$ cat config.mk
export PLATFORM = sky130hd
export DESIGN_NAME = mips_cpu_sequencer_flat
export DESIGN_NICKNAME = d
export VERILOG_FILES = /design/src/rtl/mips_cpu_sequencer_if.sv /design/src/rtl/mips_cpu_sequencer.sv /design/src/flat_wrapper.sv
export SDC_FILE = /design/constraint.sdc
export NUM_CORES = 1
export LEC_CHECK = 0
export ABC_AREA = 1
export BUFFER_PORTS_ARGS = -buffer_cell sky130_fd_sc_hd__clkbuf_2
export CAP_MARGIN = 5
export CORE_UTILIZATION = 46
export CTS_CLUSTER_DIAMETER = 50
export DETAILED_ROUTE_END_ITERATION = 6
export PLACE_DENSITY = 0.77
export SLEW_MARGIN = 10
export SYNTH_ARGS = -nofsm -noshare
export SYNTH_HDL_FRONTEND = slang
export SYNTH_SLANG_ARGS = --single-unit
$ cat constraint.sdc
create_clock -name clk -period 1.3 [get_ports clk]
set_input_delay 0.195 -clock clk [delete_from_list [all_inputs] [get_ports clk]]
set_output_delay 0.195 -clock clk [all_outputs]
set_load 0.01 [all_outputs]
$ cat src/rtl/mips_cpu_sequencer_if.sv
`default_nettype none
// ============================================================================
//  Module      : mips_cpu_sequencer_if
//  Description : Bundle of the signals between the CPU sequencer and its
//                surroundings (instruction fields, stall inputs, next-PC,
//                and the state/status outputs).
//  Revision    : 1.0 - initial release
// ----------------------------------------------------------------------------
//  Signals
//    opcode       6   IR[31:26], valid from DECODE onward
//    fncode       6   IR[5:0]
//    regimm       5   IR[20:16]
//    waitrequest  1   memory bus stall
//    muldiv_busy  1   HI/LO unit still computing
//    pc_next      32  value the PC register takes at the next edge
//    state        3   0=HALTED 1=FETCH 2=DECODE 3=EXEC1 4=EXEC2
//    active       1   high unless HALTED
//    illegal      1   sticky: halted on an unsupported instruction
//    instr_count  COUNT_WIDTH retired-instruction count
//  Modports: master (core side driving the sequencer), slave (sequencer)
// ============================================================================
interface mips_cpu_sequencer_if #(
  parameter int COUNT_WIDTH = 32
);
  logic [5:0]             opcode;
  logic [5:0]             fncode;
  logic [4:0]             regimm;
  logic                   waitrequest;
  logic                   muldiv_busy;
  logic [31:0]            pc_next;
  logic [2:0]             state;
  logic                   active;
  logic                   illegal;
  logic [COUNT_WIDTH-1:0] instr_count;

  modport master (
    output opcode, fncode, regimm, waitrequest, muldiv_busy, pc_next,
    input  state, active, illegal, instr_count
  );

  modport slave (
    input  opcode, fncode, regimm, waitrequest, muldiv_busy, pc_next,
    output state, active, illegal, instr_count
  );
endinterface
`default_nettype wire

$ cat src/rtl/mips_cpu_sequencer.sv
`default_nettype none
// ============================================================================
//  Module      : mips_cpu_sequencer
//  Description : Multicycle state sequencer for the CPU core. Classifies each
//                fetched instruction (one-exec, two-exec, illegal), stalls on
//                waitrequest / muldiv_busy, halts on HALT_ADDR or an illegal
//                instruction, and counts retired instructions.
//  Revision    : 1.0 - initial release
// ----------------------------------------------------------------------------
//  Ports
//    clk      in   core clock, rising edge
//    reset_n  in   synchronous active-low reset
//    bus      slave modport of mips_cpu_sequencer_if (instruction fields,
//             stalls, pc_next in; state, active, illegal, instr_count out)
// ============================================================================
module mips_cpu_sequencer #(
  parameter int          COUNT_WIDTH = 32,
  parameter logic [31:0] HALT_ADDR   = 32'h0000_0000
) (
  input  wire                   clk,
  input  wire                   reset_n,
  mips_cpu_sequencer_if.slave   bus
);

  typedef enum logic [2:0] {
    S_HALTED = 3'd0,
    S_FETCH  = 3'd1,
    S_DECODE = 3'd2,
    S_EXEC1  = 3'd3,
    S_EXEC2  = 3'd4
  } state_t;

  typedef enum logic [1:0] {
    CLS_ONE = 2'd0,
    CLS_TWO = 2'd1,
    CLS_ILL = 2'd2
  } cls_t;

  localparam logic [COUNT_WIDTH-1:0] c_COUNT_ONE = {{(COUNT_WIDTH-1){1'b0}}, 1'b1};

  state_t                 r_state;
  state_t                 w_state_nxt;
  cls_t                   r_class;
  logic                   r_is_store;
  logic                   r_is_muldiv;
  logic                   r_is_link;
  logic                   r_illegal;
  logic [COUNT_WIDTH-1:0] r_count;

  cls_t                   w_class;
  logic                   w_is_store;
  logic                   w_is_muldiv;
  logic                   w_is_link;
  logic                   w_retire;
  logic                   w_illegal_set;

  // --------------------------------------------------------------------------
  // Instruction classification (live decode; captured on DECODE -> EXEC1)
  // --------------------------------------------------------------------------
  always_comb begin
    w_class     = CLS_ILL;
    w_is_store  = 1'b0;
    w_is_muldiv = 1'b0;
    w_is_link   = 1'b0;
    case (bus.opcode)
      6'h00: begin
        case (bus.fncode)
          6'h00, 6'h02, 6'h03, 6'h04, 6'h06, 6'h07, 6'h08, 6'h09,
          6'h21, 6'h23, 6'h24, 6'h25, 6'h26, 6'h2A, 6'h2B:
            w_class = CLS_ONE;
          // MFHI/MTHI/MFLO/MTLO/MULT/MULTU/DIV/DIVU wait on the HI/LO unit
          6'h10, 6'h11, 6'h12, 6'h13, 6'h18, 6'h19, 6'h1A, 6'h1B: begin
            w_class     = CLS_ONE;
            w_is_muldiv = 1'b1;
          end
          default: w_class = CLS_ILL;
        endcase
      end
      6'h01: begin
        case (bus.regimm)
          5'h00, 5'h01: w_class = CLS_ONE;
          // BLTZAL/BGEZAL take a second cycle for the link write
          5'h10, 5'h11: begin
            w_class   = CLS_TWO;
            w_is_link = 1'b1;
          end
          default: w_class = CLS_ILL;
        endcase
      end
      6'h02, 6'h03, 6'h04, 6'h05, 6'h06, 6'h07,
      6'h09, 6'h0A, 6'h0B, 6'h0C, 6'h0D, 6'h0E, 6'h0F:
        w_class = CLS_ONE;
      6'h20, 6'h21, 6'h22, 6'h23, 6'h24, 6'h25, 6'h26:
        w_class = CLS_TWO;
      6'h28, 6'h29, 6'h2B: begin
        w_class    = CLS_ONE;
        w_is_store = 1'b1;
      end
      default: w_class = CLS_ILL;
    endcase
  end

  // --------------------------------------------------------------------------
  // Next-state logic
  // --------------------------------------------------------------------------
  always_comb begin
    w_state_nxt   = r_state;
    w_retire      = 1'b0;
    w_illegal_set = 1'b0;
    case (r_state)
      S_HALTED: w_state_nxt = S_HALTED;
      S_FETCH: begin
        if (!bus.waitrequest) begin
          w_state_nxt = S_DECODE;
        end
      end
      S_DECODE: begin
        if (w_class == CLS_ILL) begin
          w_state_nxt   = S_HALTED;
          w_illegal_set = 1'b1;
        end else begin
          w_state_nxt = S_EXEC1;
        end
      end
      S_EXEC1: begin
        case (r_class)
          CLS_TWO: begin
            // link branches never touch memory, so they ignore waitrequest
            if (r_is_link || !bus.waitrequest) begin
              w_state_nxt = S_EXEC2;
            end
          end
          CLS_ONE: begin
            if (!((r_is_store && bus.waitrequest) ||
                  (r_is_muldiv && bus.muldiv_busy))) begin
              w_retire = 1'b1;
            end
          end
          default: w_state_nxt = S_FETCH;
        endcase
      end
      S_EXEC2: w_retire = 1'b1;
      default: w_state_nxt = S_FETCH;
    endcase
    // Halt address is only looked at on the retiring edge
    if (w_retire) begin
      w_state_nxt = (bus.pc_next == HALT_ADDR) ? S_HALTED : S_FETCH;
    end
  end

  // --------------------------------------------------------------------------
  // State, class and status registers
  // --------------------------------------------------------------------------
  always_ff @(posedge clk) begin
    if (!reset_n) begin
      r_state     <= S_FETCH;
      r_class     <= CLS_ONE;
      r_is_store  <= 1'b0;
      r_is_muldiv <= 1'b0;
      r_is_link   <= 1'b0;
      r_illegal   <= 1'b0;
      r_count     <= '0;
    end else begin
      r_state <= w_state_nxt;
      if (r_state == S_DECODE && w_class != CLS_ILL) begin
        r_class     <= w_class;
        r_is_store  <= w_is_store;
        r_is_muldiv <= w_is_muldiv;
        r_is_link   <= w_is_link;
      end
      if (w_illegal_set) begin
        r_illegal <= 1'b1;
      end
      if (w_retire) begin
        r_count <= r_count + c_COUNT_ONE;
      end
    end
  end

  assign bus.state       = r_state;
  assign bus.active      = (r_state != S_HALTED);
  assign bus.illegal     = r_illegal;
  assign bus.instr_count = r_count;

endmodule
`default_nettype wire
$ cat src/flat_wrapper.sv
// flat-port wrapper written by rule: the top's interface ports become plain ports
module mips_cpu_sequencer_flat 
#(
  parameter int          COUNT_WIDTH = 32,
  parameter logic [31:0] HALT_ADDR   = 32'h0000_0000
)
  (clk, reset_n, bus_opcode, bus_fncode, bus_regimm, bus_waitrequest, bus_muldiv_busy, bus_pc_next, bus_state, bus_active, bus_illegal, bus_instr_count);
  mips_cpu_sequencer_if #(.COUNT_WIDTH(COUNT_WIDTH)) bus_i ();
  input  wire clk;
  input  wire reset_n;
  input wire logic [$bits(bus_i.opcode)-1:0] bus_opcode;
  input wire logic [$bits(bus_i.fncode)-1:0] bus_fncode;
  input wire logic [$bits(bus_i.regimm)-1:0] bus_regimm;
  input wire logic [$bits(bus_i.waitrequest)-1:0] bus_waitrequest;
  input wire logic [$bits(bus_i.muldiv_busy)-1:0] bus_muldiv_busy;
  input wire logic [$bits(bus_i.pc_next)-1:0] bus_pc_next;
  output wire logic [$bits(bus_i.state)-1:0] bus_state;
  output wire logic [$bits(bus_i.active)-1:0] bus_active;
  output wire logic [$bits(bus_i.illegal)-1:0] bus_illegal;
  output wire logic [$bits(bus_i.instr_count)-1:0] bus_instr_count;
  assign bus_i.opcode = bus_opcode;
  assign bus_i.fncode = bus_fncode;
  assign bus_i.regimm = bus_regimm;
  assign bus_i.waitrequest = bus_waitrequest;
  assign bus_i.muldiv_busy = bus_muldiv_busy;
  assign bus_i.pc_next = bus_pc_next;
  assign bus_state = bus_i.state;
  assign bus_active = bus_i.active;
  assign bus_illegal = bus_i.illegal;
  assign bus_instr_count = bus_i.instr_count;
  mips_cpu_sequencer #(.COUNT_WIDTH(COUNT_WIDTH), .HALT_ADDR(HALT_ADDR)) u_core (.clk(clk), .reset_n(reset_n), .bus(bus_i));
endmodule
; Word-level counts from Yosys, hierarchy flattened
; Index checks and enable logic that the tools add are counted.
[totals]
regBits = 41
input_bits = 53
output_inout_bits = 37
elab_cells = 109
[classes]
addsub = 1
muxes = 20
n_eq_ne = 60
n_reduce_logical = 21
[op_table]
columns = operator, count
row1 = 6-bit equality test (second input constant), 17
row2 = 6-bit by 4-bit equality test with 1-bit output (second input constant), 9
row3 = 6-bit by 5-bit equality test with 1-bit output (second input constant), 8
row4 = 6-bit by 3-bit equality test with 1-bit output (second input constant), 7
row5 = 32-bit by 1-bit adder with 32-bit output (second input constant), 1
row6 = 32-bit zero test, 1
row7 = 6-bit by 2-bit equality test with 1-bit output (second input constant), 4
row8 = 23-bit OR reduction, 1
row9 = 16-bit OR reduction, 1
row10 = 3-bit case mux with 5 select lines, 1
row11 = 6-bit zero test, 2
row12 = 5-bit equality test (second input constant), 2
row13 = 1-bit two-way mux, 10
row14 = 3-bit two-way mux, 3
row15 = 2-bit case mux with 4 select lines, 1
row16 = 8-bit OR reduction, 1
row17 = 7-bit OR reduction, 1
row18 = 3-bit by 2-bit equality test with 1-bit output (second input constant), 2
row19 = 6-bit by 1-bit equality test with 1-bit output (second input constant), 1
row20 = 3-bit by 2-bit != test with 1-bit output (second input constant), 2
row21 = 3-bit case mux with 2 select lines, 1
row22 = 5-bit by 1-bit equality test with 1-bit output (second input constant), 1
row23 = 5-bit zero test, 1
row24 = 2-bit two-way mux, 2
row25 = other kinds (18), 22

; Longest topological paths before layout
; Gate-level depths: netlist (run 1).
[depth]
word_depth = 8
mapped_depth = 11
ltp_nobuf = 11

; Worst setup path after synthesis (run 1)
; No wires, ideal clock.
[synth_timing]
path_type = register to register
startpoint = register u_core.r_count[0], in the netlist u_core.bus.instr_count[0]
endpoint = register u_core.r_count[22], in the netlist u_core.bus.instr_count[22]
synth_period_minus_slack_ps = 1467
path_stages_with_launch = 7
required_time_ps = 1181
slack_ps = -167
setup_time_ps = 119
path_buffers = 0
arrival_ps = 1348
path_cell_list = dfxtp_1 > ha_1 > nand4_1 > nor2_1 > nand4_1 > o21ai_0 > a21oi_1
[synth_between]
elab_chain_cells = 1
[synth_rtl]
columns = item, line_no
row1 = from (decl), mips_cpu_sequencer.sv:48  ; logic [COUNT_WIDTH-1:0] r_count;
row2 = from (signal assigned), mips_cpu_sequencer.sv:175  ; r_count <= r_count + c_COUNT_ONE;
row3 = 32-bit by 1-bit adder with 32-bit output, mips_cpu_sequencer.sv:175
; Every way passes these cells.
; A chain may end at the register's enable or synchronous reset.

; Final worst setup path (run 1)
; Same ends and word-level chain as after synthesis.

==> flow_summary.ini, run 1 <==
[pwr]
powerDensity_mw_per_mm2 = 859.9
p_leak_uw = 0.002052
vdd_drop_max_mv = 0.7354
p_total_uw = 3736

[drt]
viasPerCell = 5.282
wl_per_cell_um = 14.18
drtIter0Drc = 302
routed_wl_um = 9413
first_pass_iters = 4
ant_nets = 0
vias = 3507
route.detailed.drc = 0

[timing]
fin_ws_ps = -225.5
fin_crit_sh = 1.173
hold_viol = 0
min_period_ps = 1526
clock.fmax_mhz = 655.5
report.final.slew_viol_count = 0
worst_pin_slew_ps = 569.1
max_slew_margin = 0.6201
setup-violations-final = 39
clock_skew_ps = 8.577
rsz0062_at_grt = yes

[layout]
fin_area_sq_mm = 0.004344
syn2layout_area_growth_pct = 65.89
diodes = 0
drive_gt1_frac = 0.4949
layout.nets = 646
layout_common_cells = 106 x nand2_1, 87 x clkbuf_2, 82 x buf_4
nFillCells = 345
final_common_cell = nand2_1

[cts]
clock_sinks = 41
cts_root_buffer = clkbuf_8
cts_tree = yes
clkTransAtPathRegs_ps = 80
clk_latency_ps = 310
tritoncts.num_buffers = 5
cts_max_path_buffers = 2
cts-htree-levels = 2
ctsHoldBuffers = 0

[critical_path]
cp_common_cell = nand4_1
required_ps = 1500
critPathCaptureType = flop
r2r_setup_slack_ps = -230
cp_num_buf_inv = 0
cp.depth = 6
crit_chain = ha_4 > nand4_1 > nor2_2 > nand4_1 > o21ai_1 > a21oi_1
crit_fanout = 4
crit_family = simple AND/OR/NAND/NOR gates
start_kind = flop
slowest_stage = dfxtp_4
max_stage_delay_ps = 380
worstSetupStartpoint = u_core.bus.instr_count[0]
regToRegEndpoint = u_core.bus.instr_count[22]
rr_worst_depth = 6
critical_path_arrival_ps = 1730
r2r-start = u_core.bus.instr_count[0]
path_class = flop to flop

[grt]
grt_pass1_wl_um = 14610
grt_use_total = 0.3041
antenna_found_initial = 0
overflow = 0
grt_pass1_vias = 3420
grt_max_degree = 29

[yosys]
avgSynthCellArea_sq_um = 6.341
synth-seq-cells = 41
ys_types = 30
ys_seq_area_frac = 0.3134
ys_warn_count = 0
syn-num-nets = 467
syn_area_sq_mm = 0.002619
syn_inst = 413

[floorplanning]
io_pins = 90
rows = 27
dieWidth_um = 77.45
core-area_sq_mm = 0.005507
die_y_um = 77.45
initial_core_util = 0.4756
die-area_sq_mm = 0.005999

[outcome]
status = finished with violations
violations = negative setup slack

[min_path]
hold_class = input port to flop
holdPathEnd = u_core.bus.state[2]
hp-start = bus_waitrequest
whs_path_depth = 4

[placement]
placed_cell_area_sq_mm = 0.003789
dpl.hpwl_um = 6210
place_ws_ps = -211.1
io_buffers = 88
gp_congestion = 0.9520

[run]
cap_viol_max_count = 0
synthesized netlist by cell type, drive strengths merged:
cell | instances | share of area
a21oi | 31 | 0.059
and2 | 2 | 0.0048
buf | 7 | 0.021
clkbuf | 2 | 0.0029
dfxtp | 41 | 0.31
ha | 1 | 0.0048
inv | 41 | 0.059
nand2 | 129 | 0.19
nand3 | 19 | 0.042
nand3b | 3 | 0.0086
nand4 | 15 | 0.038
nor2 | 70 | 0.11
nor3 | 15 | 0.041
nor4 | 5 | 0.018
o21ai | 11 | 0.021
o21bai | 1 | 0.0029
or2 | 1 | 0.0024
xnor2 | 5 | 0.017
xor2 | 14 | 0.047
metal layers:
| metal | part of all wire | GRT usage | up-vias |
|---|---|---|---|
| met4 | 0.041 | 0.1660 | 0 |
| met1 | 0.38 | 0.3249 | 1641 |
| met3 | 0.054 | 0.06941 | 41 |
| met5 | 0 | 0 | - |
| met2 | 0.53 | 0.5496 | 143 |
| li1 | - | - | 1682 |
worst register-to-register path: cells and delay by family, from the launching register on:
family,cells,cell delay [ps]
AOI/OAI and AO/OA,2,220
adders and majority gates,1,160
DFF,1,380
and+or+nand+nor,3,670
how the worst max path moves through the flow:
stage                     slack [ps]                    endpoint
after floorplan                  -40  u_core.bus.instr_count[22]
after CTS                       -130  u_core.bus.instr_count[21]
final                           -230  u_core.bus.instr_count[22]
after global placement           -90   u_core.bus.instr_count[7]
after global routing            -310  u_core.bus.instr_count[13]
after detailed placement        -210  u_core.bus.instr_count[22]
through the flow:
stage                     hold WS (ps)  cells    util  setup TNS [ps]
after floorplan                  323.4    413       -          -36.67
after global placement           454.9    644  0.6880           -2187
after detailed placement         468.0    644  0.6880           -4324
after CTS                        216.9    660  0.7437           -2785
after global routing             265.1    664  0.7889           -8414
final                            257.0    664  0.7889           -5187
logic make-up (layout without fill, tap and decap cells):
kind of cell | count (synthesis) | after routing | share of synthesized area
flops | 41 | 41 | 0.3134
compound gates | 43 | 43 | 0.08313
buf+inv | 50 | 228 | 0.08218
fa+ha+maj | 1 | 1 | 0.004777
xor+xnor | 19 | 19 | 0.06355
simple gates | 259 | 260 | 0.4529
area by class of cell:
cell class | instances | area, sq um | area share
multi-input cells | 323 | 1938 | 0.4461
repair buffers | 180 | 1192 | 0.2745
flip-flops and latches | 41 | 879.6 | 0.2025
inverters | 41 | 166.4 | 0.03831
well taps | 72 | 90.09 | 0.02074
clock buffers | 6 | 72.57 | 0.01671
clock inverters | 1 | 5.005 | 0.001152
sequential cells by signal, indices dropped and copies added, names as in the netlist:
signal	count
u_core.r_is_store	1
u_core.bus.illegal	1
u_core.r_is_link	1
u_core.r_is_muldiv	1
u_core.bus.instr_count	32
u_core.r_class	2
u_core.bus.state	3
where the power goes:
group	total [uW]	switching (uW)	leakage [uW]	internal, uW
Combinational	1530	806	0.00167	723
Sequential	1390	67.3	0.000345	1320
Clock	819	453	0.0000410	366
what timing repair did:
action / CTS / global route
buffers inserted: 8 / 5
gates resized for setup: 46 / 70
pin swaps: 22 / 32
endpoints found under the hold margin: 0 / 0
endpoints found under the setup margin: 36 / 41
cloned: 2 / 0
No activity file was read; power rests on OpenSTA's default activity.
==> run 2: changes to the inputs <==
Settings changed: BUFFER_PORTS_ARGS -buffer_cell sky130_fd_sc_hd__clkbuf_2 to -buffer_cell sky130_fd_sc_hd__buf_2, CORE_ASPECT_RATIO set to 1.4, CORE_UTILIZATION 46 to 51, PLACE_DENSITY 0.77 to 0.81.
Clock period 1.3 ns to 1.6 ns, I/O delays scaled along.
==> flow_summary.ini, run 2 (same netlist as run 1, synthesis figures left out) <==
[outcome]
status = finished with violations
violations = negative setup slack

[pwr]
powerDensity_mw_per_mm2 = 770.2
p_leak_uw = 0.001607
swShare = 0.3342
pwr-share-clk = 0.258
vdd_drop_max_mv = 0.7333
seq_power_share = 0.413
internal_power_uw = 1812
combinationalPowerShare = 0.329
switching_power_uw = 910.0

[grt]
grt_pass1_vias = 2763
grt_pass1_wl_um = 11190
antenna_found_initial = 0
overflow = 0
grt_use_total = 0.2612
grt_max_degree = 30

[drt]
drtIter0Drc = 213
route.detailed.drc = 0
routed_wl_um = 7519
vias = 3140
viasPerCell = 5.268
ant_nets = 0
wl_per_cell_um = 12.62
first_pass_iters = 5

[timing]
setup-violations-final = 1
report.final.slew_viol_count = 0
clock.fmax_mhz = 622.2
hold_viol = 0
max_slew_margin = 0.6518
rsz0062_at_grt = yes
hold_slack_ps = 324.5
worst_pin_slew_ps = 521.5
min_period_ps = 1607
fin_crit_sh = 1.004
fin_ws_ps = -7.199
clock_skew_ps = 9.894

[cts]
cts-htree-levels = 2
cts_max_path_buffers = 2
clk_latency_ps = 300
clkTransAtPathRegs_ps = 80
ctsHoldBuffers = 0
tritoncts.num_buffers = 5
cts_tree = yes
clock_sinks = 41
cts_root_buffer = clkbuf_8

[layout]
utilization = 0.7244
diodes = 0
final_common_cell = nand2_1
layout_common_cells = 126 x nand2_1, 88 x buf_2, 55 x nor2_1
syn2layout_area_growth_pct = 34.97
drive_gt1_frac = 0.3271
nFillCells = 423
largest_reg_flops = 32
layout.nets = 586

[critical_path]
critPathCaptureType = flop
worstSetupStartpoint = u_core.bus.instr_count[1]
required_ps = 1830
crit_fanout = 5
start_kind = flop
rr_worst_depth = 7
regToRegEndpoint = u_core.bus.instr_count[28]
critical_path_arrival_ps = 1840
r2r-start = u_core.bus.instr_count[1]
path_class = flop to flop
r2r_setup_slack_ps = -7

[floorplanning]
core-area_sq_mm = 0.004880
io_pins = 90
die_y_um = 86.79
initial_core_util = 0.5367
dieWidth_um = 62.56
die-area_sq_mm = 0.005429
rows = 30

[min_path]
holdPathEnd = u_core.bus.state[2]
hp-start = bus_waitrequest
hold_class = input port to flop
whs_path_depth = 4

[placement]
io_buffers = 88
dpl.hpwl_um = 5369
place_ws_ps = 2.428
gp_congestion = 0.8983

[run]
cap_viol_max_count = 0
## run 2: worst max-delay path, cell delays in order, from the launching register on
cell	delay (ps)
dfxtp_1	430
ha_2	280
nand3_1	160
nor2_2	210
nand2_1	130
xnor2_1	150
nand2_1	70
a21oi_1	120
## run 2: power groups by stage
stage | sequential (uW) | clock [uW] | combinational [uW]
finish | 1120 | 701 | 896
global route | 1130 | 745 | 984
CTS | 1110 | 707 | 692
detailed placement | 1130 | 0 | 687
global placement | 1130 | 0 | 670
floorplan | 1150 | 0 | 432
## run 2: layout make-up
| type | instances | area, sq um | area share |
|---|---|---|---|
| multi-input cells | 322 | 1652 | 0.4673 |
| flip-flops and latches | 41 | 838.3 | 0.2372 |
| repair buffers | 121 | 721.9 | 0.2042 |
| clock buffers | 7 | 86.33 | 0.02442 |
| inverters | 41 | 156.4 | 0.04425 |
| well taps | 64 | 80.08 | 0.02265 |
## run 2: worst max path at each step
stage,end,slack [ps],cells past startpoint
detailed placement,u_core.bus.instr_count[7],2,10
global placement,u_core.bus.instr_count[26],110,8
global route,u_core.bus.instr_count[28],-80,8
finish,u_core.bus.instr_count[28],-7,7
floorplan,u_core.bus.instr_count[22],130,6
CTS,u_core.bus.instr_count[22],20,8
## run 2: per-layer routing
layer / vias up / GRT usage / share of wire / wire length [um]
met2: 128 / 0.5158 / 0.53 / 3969
met4: 0 / 0.1395 / 0.034 / 257
met1: 1430 / 0.2504 / 0.38 / 2887
met3: 22 / 0.05132 / 0.054 / 404
li1: 1560 / - / - / -
met5: - / 0 / 0 / 0
## run 2: per-stage QoR
step	setup TNS [ps]	std cells	instance area, sq um	power (uW)
2_1_floorplan	0	413	2619	1583
3_3_place_gp	0	577	3248	1800
3_5_place_dp	0	577	3248	1819
4_1_cts	0	584	3337	2508
5_1_grt	-410.8	596	3535	2860
6_report	-7.199	596	3535	2722
## run 2: what timing repair did
item                                    CTS  global route
gates cloned                              0             1
resized for setup                         1            33
endpoints found under the setup margin    1            28
setup buffers                             0            11
pin swaps                                 0            11
